File: src/rtl/wb_regfile_hilo_if.sv
// Bundle between the WB/ID pipeline stages and the GPR + HI/LO register file.
// The master drives the write-back bus and read addresses; the slave returns read data.
interface wb_regfile_hilo_if #(
    parameter int DW = 32,
    parameter int AW = 5
);
    localparam int BW = 3 * DW + AW + 2;

    logic [BW-1:0] wb_to_rf_bus;
    logic [AW-1:0] raddr1;
    logic [AW-1:0] raddr2;
    logic [DW-1:0] rdata1;
    logic [DW-1:0] rdata2;
    logic [DW-1:0] hi_rdata;
    logic [DW-1:0] lo_rdata;
    logic          hilo_pending;

    modport master (
        output wb_to_rf_bus, raddr1, raddr2,
        input  rdata1, rdata2, hi_rdata, lo_rdata, hilo_pending
    );

    modport slave (
        input  wb_to_rf_bus, raddr1, raddr2,
        output rdata1, rdata2, hi_rdata, lo_rdata, hilo_pending
    );
endinterface

File: src/rtl/wb_regfile_hilo.sv
// 32x32 GPR file plus HI/LO pair, written from the WB bus and read by ID.
// Reads are combinational with write-first bypass of the same-cycle WB write.
module wb_regfile_hilo #(
    parameter int DW   = 32,
    parameter int NREG = 32
) (
    input  logic               clk,
    input  logic               rst,
    wb_regfile_hilo_if.slave   rf
);
    localparam int AW = $clog2(NREG);

    localparam int WDATA_LSB = 0;
    localparam int WADDR_LSB = WDATA_LSB + DW;
    localparam int WE_BIT    = WADDR_LSB + AW;
    localparam int LO_LSB    = WE_BIT + 1;
    localparam int HI_LSB    = LO_LSB + DW;
    localparam int DIV_BIT   = HI_LSB + DW;

    logic          div_flag;
    logic [DW-1:0] hi_wdata;
    logic [DW-1:0] lo_wdata;
    logic          rf_we;
    logic [AW-1:0] rf_waddr;
    logic [DW-1:0] rf_wdata;

    assign div_flag = rf.wb_to_rf_bus[DIV_BIT];
    assign hi_wdata = rf.wb_to_rf_bus[HI_LSB +: DW];
    assign lo_wdata = rf.wb_to_rf_bus[LO_LSB +: DW];
    assign rf_we    = rf.wb_to_rf_bus[WE_BIT];
    assign rf_waddr = rf.wb_to_rf_bus[WADDR_LSB +: AW];
    assign rf_wdata = rf.wb_to_rf_bus[WDATA_LSB +: DW];

    logic [DW-1:0] regs [NREG];
    logic [DW-1:0] hi_q;
    logic [DW-1:0] lo_q;
    logic          pending_q;

    logic gpr_wr;
    assign gpr_wr = rf_we && (rf_waddr != '0);

    // Entry 0 is cleared on reset and never written, so it stays zero.
    always_ff @(posedge clk) begin
        if (rst) begin
            for (int i = 0; i < NREG; i++) begin
                regs[i] <= '0;
            end
            hi_q      <= '0;
            lo_q      <= '0;
            pending_q <= 1'b0;
        end else begin
            if (gpr_wr) begin
                regs[rf_waddr] <= rf_wdata;
            end
            if (div_flag) begin
                hi_q <= hi_wdata;
                lo_q <= lo_wdata;
            end
            pending_q <= div_flag;
        end
    end

    // Bypass is left active during reset; WB presents a zero bus then anyway.
    assign rf.rdata1 = (rf.raddr1 == '0)                    ? '0       :
                       (rf_we && (rf_waddr == rf.raddr1))   ? rf_wdata :
                                                              regs[rf.raddr1];

    assign rf.rdata2 = (rf.raddr2 == '0)                    ? '0       :
                       (rf_we && (rf_waddr == rf.raddr2))   ? rf_wdata :
                                                              regs[rf.raddr2];

    assign rf.hi_rdata     = div_flag ? hi_wdata : hi_q;
    assign rf.lo_rdata     = div_flag ? lo_wdata : lo_q;
    assign rf.hilo_pending = pending_q;
endmodule

File: src/flat_wrapper.sv
// flat-port wrapper written by rule: the top's interface ports become plain ports
module wb_regfile_hilo_flat 
#(
    parameter int DW   = 32,
    parameter int NREG = 32
)
  (clk, rst, rf_wb_to_rf_bus, rf_raddr1, rf_raddr2, rf_rdata1, rf_rdata2, rf_hi_rdata, rf_lo_rdata, rf_hilo_pending);
  wb_regfile_hilo_if #(.DW(DW), .AW(5)) rf_i ();
  input  logic clk;
  input  logic rst;
  input wire logic [$bits(rf_i.wb_to_rf_bus)-1:0] rf_wb_to_rf_bus;
  input wire logic [$bits(rf_i.raddr1)-1:0] rf_raddr1;
  input wire logic [$bits(rf_i.raddr2)-1:0] rf_raddr2;
  output wire logic [$bits(rf_i.rdata1)-1:0] rf_rdata1;
  output wire logic [$bits(rf_i.rdata2)-1:0] rf_rdata2;
  output wire logic [$bits(rf_i.hi_rdata)-1:0] rf_hi_rdata;
  output wire logic [$bits(rf_i.lo_rdata)-1:0] rf_lo_rdata;
  output wire logic [$bits(rf_i.hilo_pending)-1:0] rf_hilo_pending;
  assign rf_i.wb_to_rf_bus = rf_wb_to_rf_bus;
  assign rf_i.raddr1 = rf_raddr1;
  assign rf_i.raddr2 = rf_raddr2;
  assign rf_rdata1 = rf_i.rdata1;
  assign rf_rdata2 = rf_i.rdata2;
  assign rf_hi_rdata = rf_i.hi_rdata;
  assign rf_lo_rdata = rf_i.lo_rdata;
  assign rf_hilo_pending = rf_i.hilo_pending;
  wb_regfile_hilo #(.DW(DW), .NREG(NREG)) u_core (.clk(clk), .rst(rst), .rf(rf_i));
endmodule
File: config.mk
export PLATFORM = sky130hd
export DESIGN_NAME = wb_regfile_hilo_flat
export DESIGN_NICKNAME = d
export VERILOG_FILES = /design/src/rtl/wb_regfile_hilo_if.sv /design/src/rtl/wb_regfile_hilo.sv /design/src/flat_wrapper.sv
export SDC_FILE = /design/constraint.sdc
export NUM_CORES = 2
export LEC_CHECK = 0
export CAP_MARGIN = 25
export CELL_PAD_IN_SITES_DETAIL_PLACEMENT = 1
export CELL_PAD_IN_SITES_GLOBAL_PLACEMENT = 2
export CORE_AREA = 2 2 376 341
export CTS_BUF_LIST = sky130_fd_sc_hd__clkbuf_4
export CTS_CLUSTER_SIZE = 8
export DETAILED_ROUTE_END_ITERATION = 8
export DIE_AREA = 0 0 378 343
export PLACE_DENSITY_LB_ADDON = 0.1
export REMOVE_ABC_BUFFERS = 1
export SLEW_MARGIN = 20
export SYNTH_ARGS = -nofsm -noshare
export SYNTH_HDL_FRONTEND = slang
export SYNTH_SLANG_ARGS = --single-unit
File: constraint.sdc
create_clock -name clk -period 3.1 [get_ports clk]
set_input_delay 0.465 -clock clk [delete_from_list [all_inputs] [get_ports clk]]
set_output_delay 0.465 -clock clk [all_outputs]
set_load 0.1 [all_outputs]
==> flow_results.org <==
** Status
- Run status :: finished, violations left
- The final reports fail on setup timing.

** Routing
- For this run, design rule violations remaining after detail routing come to 0.
- Total wire length after detailed routing :: 227900 um
- The final route contains 41610 vias.
- In the routed layout, each cell is associated on average with a via count of approximately 6.3.
- The first routing iteration left 5484 violations.
- After detailed routing, the average wire length per cell comes to approximately 35 um.
- The detail route stage leaves a number of antenna-violating nets equal to 0.
- Before antenna repair, the detailed router went through 5 iterations.

** Clock tree
- Clock tree synthesis inserted a total of 314 buffers.
- CTS built an H-tree with a depth of 5.
- Clock Pin Slew Worst Setup and Hold Paths :: 70 ps
- Clock latency on the worst-skew pair :: 1290 ps
- Clk sink count :: 1089
- CTS tree :: yes
- Max Buffers Root-to-Sink :: 4
- In this run the clock root is driven by a sky130_fd_sc_hd__clkbuf_4.

** Worst setup path
- STA classifies the critical path startpoint as a flip-flop.
- Of all nets on the critical path, the largest fanout is 2.
- Critical Path End Type :: output pin
- Across all register-to-register paths, the minimum setup slack is 2230 ps.
- Critical Path RT :: approximately 2600 ps
- The startpoint identified for the worst register-to-register timing path is u_core.hi_q[18].
- Following the worst setup path forward leads to its endpoint at rf_rdata2[5].
- Critical path origin :: u_core.regs[3][5]
- Setup CP Type :: flip-flop to output pin
- STA puts the critical path data arrival time at roughly 3300 ps.
- The endpoint identified for the worst register-to-register timing path is u_core.hi_q[18].
- Counting cells, the worst reg-to-reg path comes to 2.

** Synth
- The top cell type by area accounts for a little over half of the synthesized area.
- Biggest area consumer among synthesized cells :: sky130_fd_sc_hd__edfxtp_1
- The share of the Yosys chip area taken by registers is 55.76%.
- By instance count, the leading cell after synthesis is sky130_fd_sc_hd__edfxtp_1.
- The average instance in the mapped netlist occupies 14.43 sq um.
- Post-synthesis cell count :: 3984
- In the synthesized netlist the async set-or-reset flop fraction comes to 0%.
- The most used flip-flop cell after synthesis is sky130_fd_sc_hd__edfxtp_1.
- Commonest cells post-synth :: sky130_fd_sc_hd__edfxtp_1 (1024), sky130_fd_sc_hd__and2_1 (994), sky130_fd_sc_hd__mux4_2 (393)
- Yosys cell types :: 59
- Number of warnings printed during yosys synthesis :: 0
- In this run, synthesis produced a sequential element count of 1089.
- Top cells by area, synth :: sky130_fd_sc_hd__edfxtp_1 (53%), sky130_fd_sc_hd__mux4_2 (15%), sky130_fd_sc_hd__and2_1 (11%)
- Number of flops mapped to enable cells by yosys :: 1024
- Summing every instance area after synthesis gives roughly 57000 sq um.

** Die
- After floorplanning, the core was divided into 124 placement rows.
- Once the floorplan was initialized, standard cells occupied 45.63% of the core.
- Number of primary I/O pins :: 244
- The core region is ~130000 sq um.
- Die footprint :: 129700 sq um
- Die outline width :: 378 um
- In this run the vertical extent of the chip is 343 um.

** Layout
- The area growth from synthesis to layout is 24.01%.
- In the final design database the tool counted 4768 nets.
- The finished layout holds 6575 standard cells, fillers aside.
- Cells with a size suffix above 1 make up 36.29% of the layout.
- Utilization after layout :: 56.58%
- Final non-filler cell area :: 71280 sq um

** STA
- Final cycle utilization of the critical path :: 120.6%
- Derived from the worst setup path, the maximum achievable clock frequency is 267.4 MHz.
- Setup violations remaining at the end of the flow were counted as 64.
- In the final timing run, aggregate negative setup slack is -27400 ps.
- The worst path in the final design needs a cycle of 3739 ps, including I/O delays and setup.
- Setup repair after global routing could not meet its margin everywhere.
- Across all setup checks in the final design, the least slack found is -639.4 ps.
- At the pin with the least slew margin, the transition time is 752.0 ps.
- Clock Skews :: 0 ps
- Number of pins exceeding their max-slew limit in the final report :: 0
- Final Hold Fails :: 0
- Tightest slew margin relative to the limit :: about half
- Hold Slack :: ~120 ps

** Place
- Routability-driven placement finished with a final weighted congestion of around 0.86.
- Dpl hpwl :: ~150000 um
- Input and output buffers added on the ports amount to 243.
- Prior to clock tree synthesis, the placed netlist has a worst setup slack of -356.4 ps.
- Placed Area :: 65770 sq um
- The number of placed instances, taps included, is 5958.

** Power and ir drop
- Maximum VDD drop :: between 300 and 400 uV
- Total power density per cell area :: approximately 540 nW/um^2
- NetSw :: about 11 mW
- The clock network is responsible for 35.4% of the overall power.
- Internal power comes to 26.89 mW.
- Leak pwr :: 26.21 nW
- Seq pwr share :: 45.3%
- Net switching is slightly below 30% of the power.
- Part of the power in combinational logic :: 19.4%
- Overall power consumption after layout is estimated at 38.19 mW.

** Global routing
- The number of global-route vias before repair was roughly 43000.
- The first global-routing pass estimated 321200 um of wire.
- Initial antenna violation count :: 24
- Maximum number of pins on one net before global-route repair :: 80
- Global-route total usage across every layer :: 35.27%
- Residual overflow from global routing :: 0

** Job
- Max Cap Viol :: 0

** Worst hold path
- In this run the worst hold path is classified as primary input to flip-flop.
-- metal layers --
metal	GRT usage, %	vias up	share of wire, %
met5	0	-	0.033
met4	15.89	4	4.5
met3	7.138	550	9.9
met2	55.67	2519	47
met1	47.31	21800	39
li1	-	16740	-
-- power groups by stage --
stage / clock network [mW] / registers, mW / logic [mW]
4_1_cts: 13.7 / 17.3 / 7.28
3_3_place_gp: 0 / 17.5 / 6.98
3_5_place_dp: 0 / 17.6 / 7.02
6_report: 13.5 / 17.3 / 7.39
5_1_grt: 14.4 / 17.4 / 7.59
2_1_floorplan: 0 / 17.4 / 3.65
-- worst min-delay path by stage --
| stage | from | to | slack [ps] | cells after the start |
|---|---|---|---|---|
| floorplan | rst | u_core.hi_q[0] | 540 | 1 |
| global placement | u_core.hi_q[17] | u_core.hi_q[17] | 560 | 2 |
| detailed placement | u_core.hi_q[15] | u_core.hi_q[15] | 580 | 2 |
| CTS | rf_wb_to_rf_bus[22] | u_core.regs[13][22] | 3 | 2 |
| global route | rf_wb_to_rf_bus[8] | u_core.regs[10][8] | 80 | 2 |
| finish | rf_wb_to_rf_bus[0] | u_core.regs[9][0] | 120 | 3 |
-- registers in the layout, indices dropped and copies added (netlist names) --
name / count
u_core.rf.hilo_pending: 1
u_core.regs: 1024
u_core.lo_q: 32
u_core.hi_q: 32
-- layout make-up --
class                      instances  area, sq um
tap                             1701         2128
sequential                      1089        32050
fill                           12080        54700
clock inverter                    48        262.8
antenna                           18        45.04
clock buffer                     471         3536
inverter                           3        11.26
multi-input combinational       2497        24760
timing repair buffer             748         8487
-- placed cells by master (no fill, tap or decap), types with 28 or more instances in the layout --
cell,netlist,layout
sky130_fd_sc_hd__o221ai_1,39,31
sky130_fd_sc_hd__a22oi_1,130,92
sky130_fd_sc_hd__nand2_1,84,79
sky130_fd_sc_hd__or2_2,32,32
sky130_fd_sc_hd__o22ai_1,35,28
sky130_fd_sc_hd__nor2b_1,70,68
sky130_fd_sc_hd__dlygate4sd3_1,0,70
sky130_fd_sc_hd__mux2i_1,260,254
sky130_fd_sc_hd__conb_1,1,32
sky130_fd_sc_hd__a22oi_2,0,38
sky130_fd_sc_hd__nor2_4,0,34
sky130_fd_sc_hd__dfxtp_1,65,65
sky130_fd_sc_hd__edfxtp_1,1024,1024
sky130_fd_sc_hd__buf_4,40,372
sky130_fd_sc_hd__a22o_1,42,36
sky130_fd_sc_hd__mux2_2,71,65
sky130_fd_sc_hd__and2_1,994,993
sky130_fd_sc_hd__clkinv_1,1,36
sky130_fd_sc_hd__mux4_2,393,393
sky130_fd_sc_hd__buf_12,0,192
sky130_fd_sc_hd__clkbuf_4,0,471
sky130_fd_sc_hd__clkdlybuf4s50_1,0,104
sky130_fd_sc_hd__nand3_1,35,30
-- cells by family after synthesis --
group,after synthesis,share of synthesized area [%]
compound gates,432,5.806
flops,1089,55.76
xor+xnor,10,0.1524
other cells,1,0.006524
mux,724,21.32
buf+inv,429,3.431
simple gates,1299,13.53
-- critical path, stage by stage (launching register included) --
cell and delay [ps]:
sky130_fd_sc_hd__edfxtp_1 380, sky130_fd_sc_hd__mux4_2 480, sky130_fd_sc_hd__or2_4 250, sky130_fd_sc_hd__a21o_1 180
sky130_fd_sc_hd__o311a_1 160, sky130_fd_sc_hd__a211o_1 330, sky130_fd_sc_hd__buf_12 200
-- timing repair --
action / in CTS / in global routing
hold endpoints to repair: 102 / 0
pin swaps: 126 / 41
setup buffers: 8 / 13
resized for setup: 142 / 33
setup endpoints to repair: 64 / 64
hold buffers: 70 / 0
cloned: 0 / 0
(Power assumes the default switching activity.)
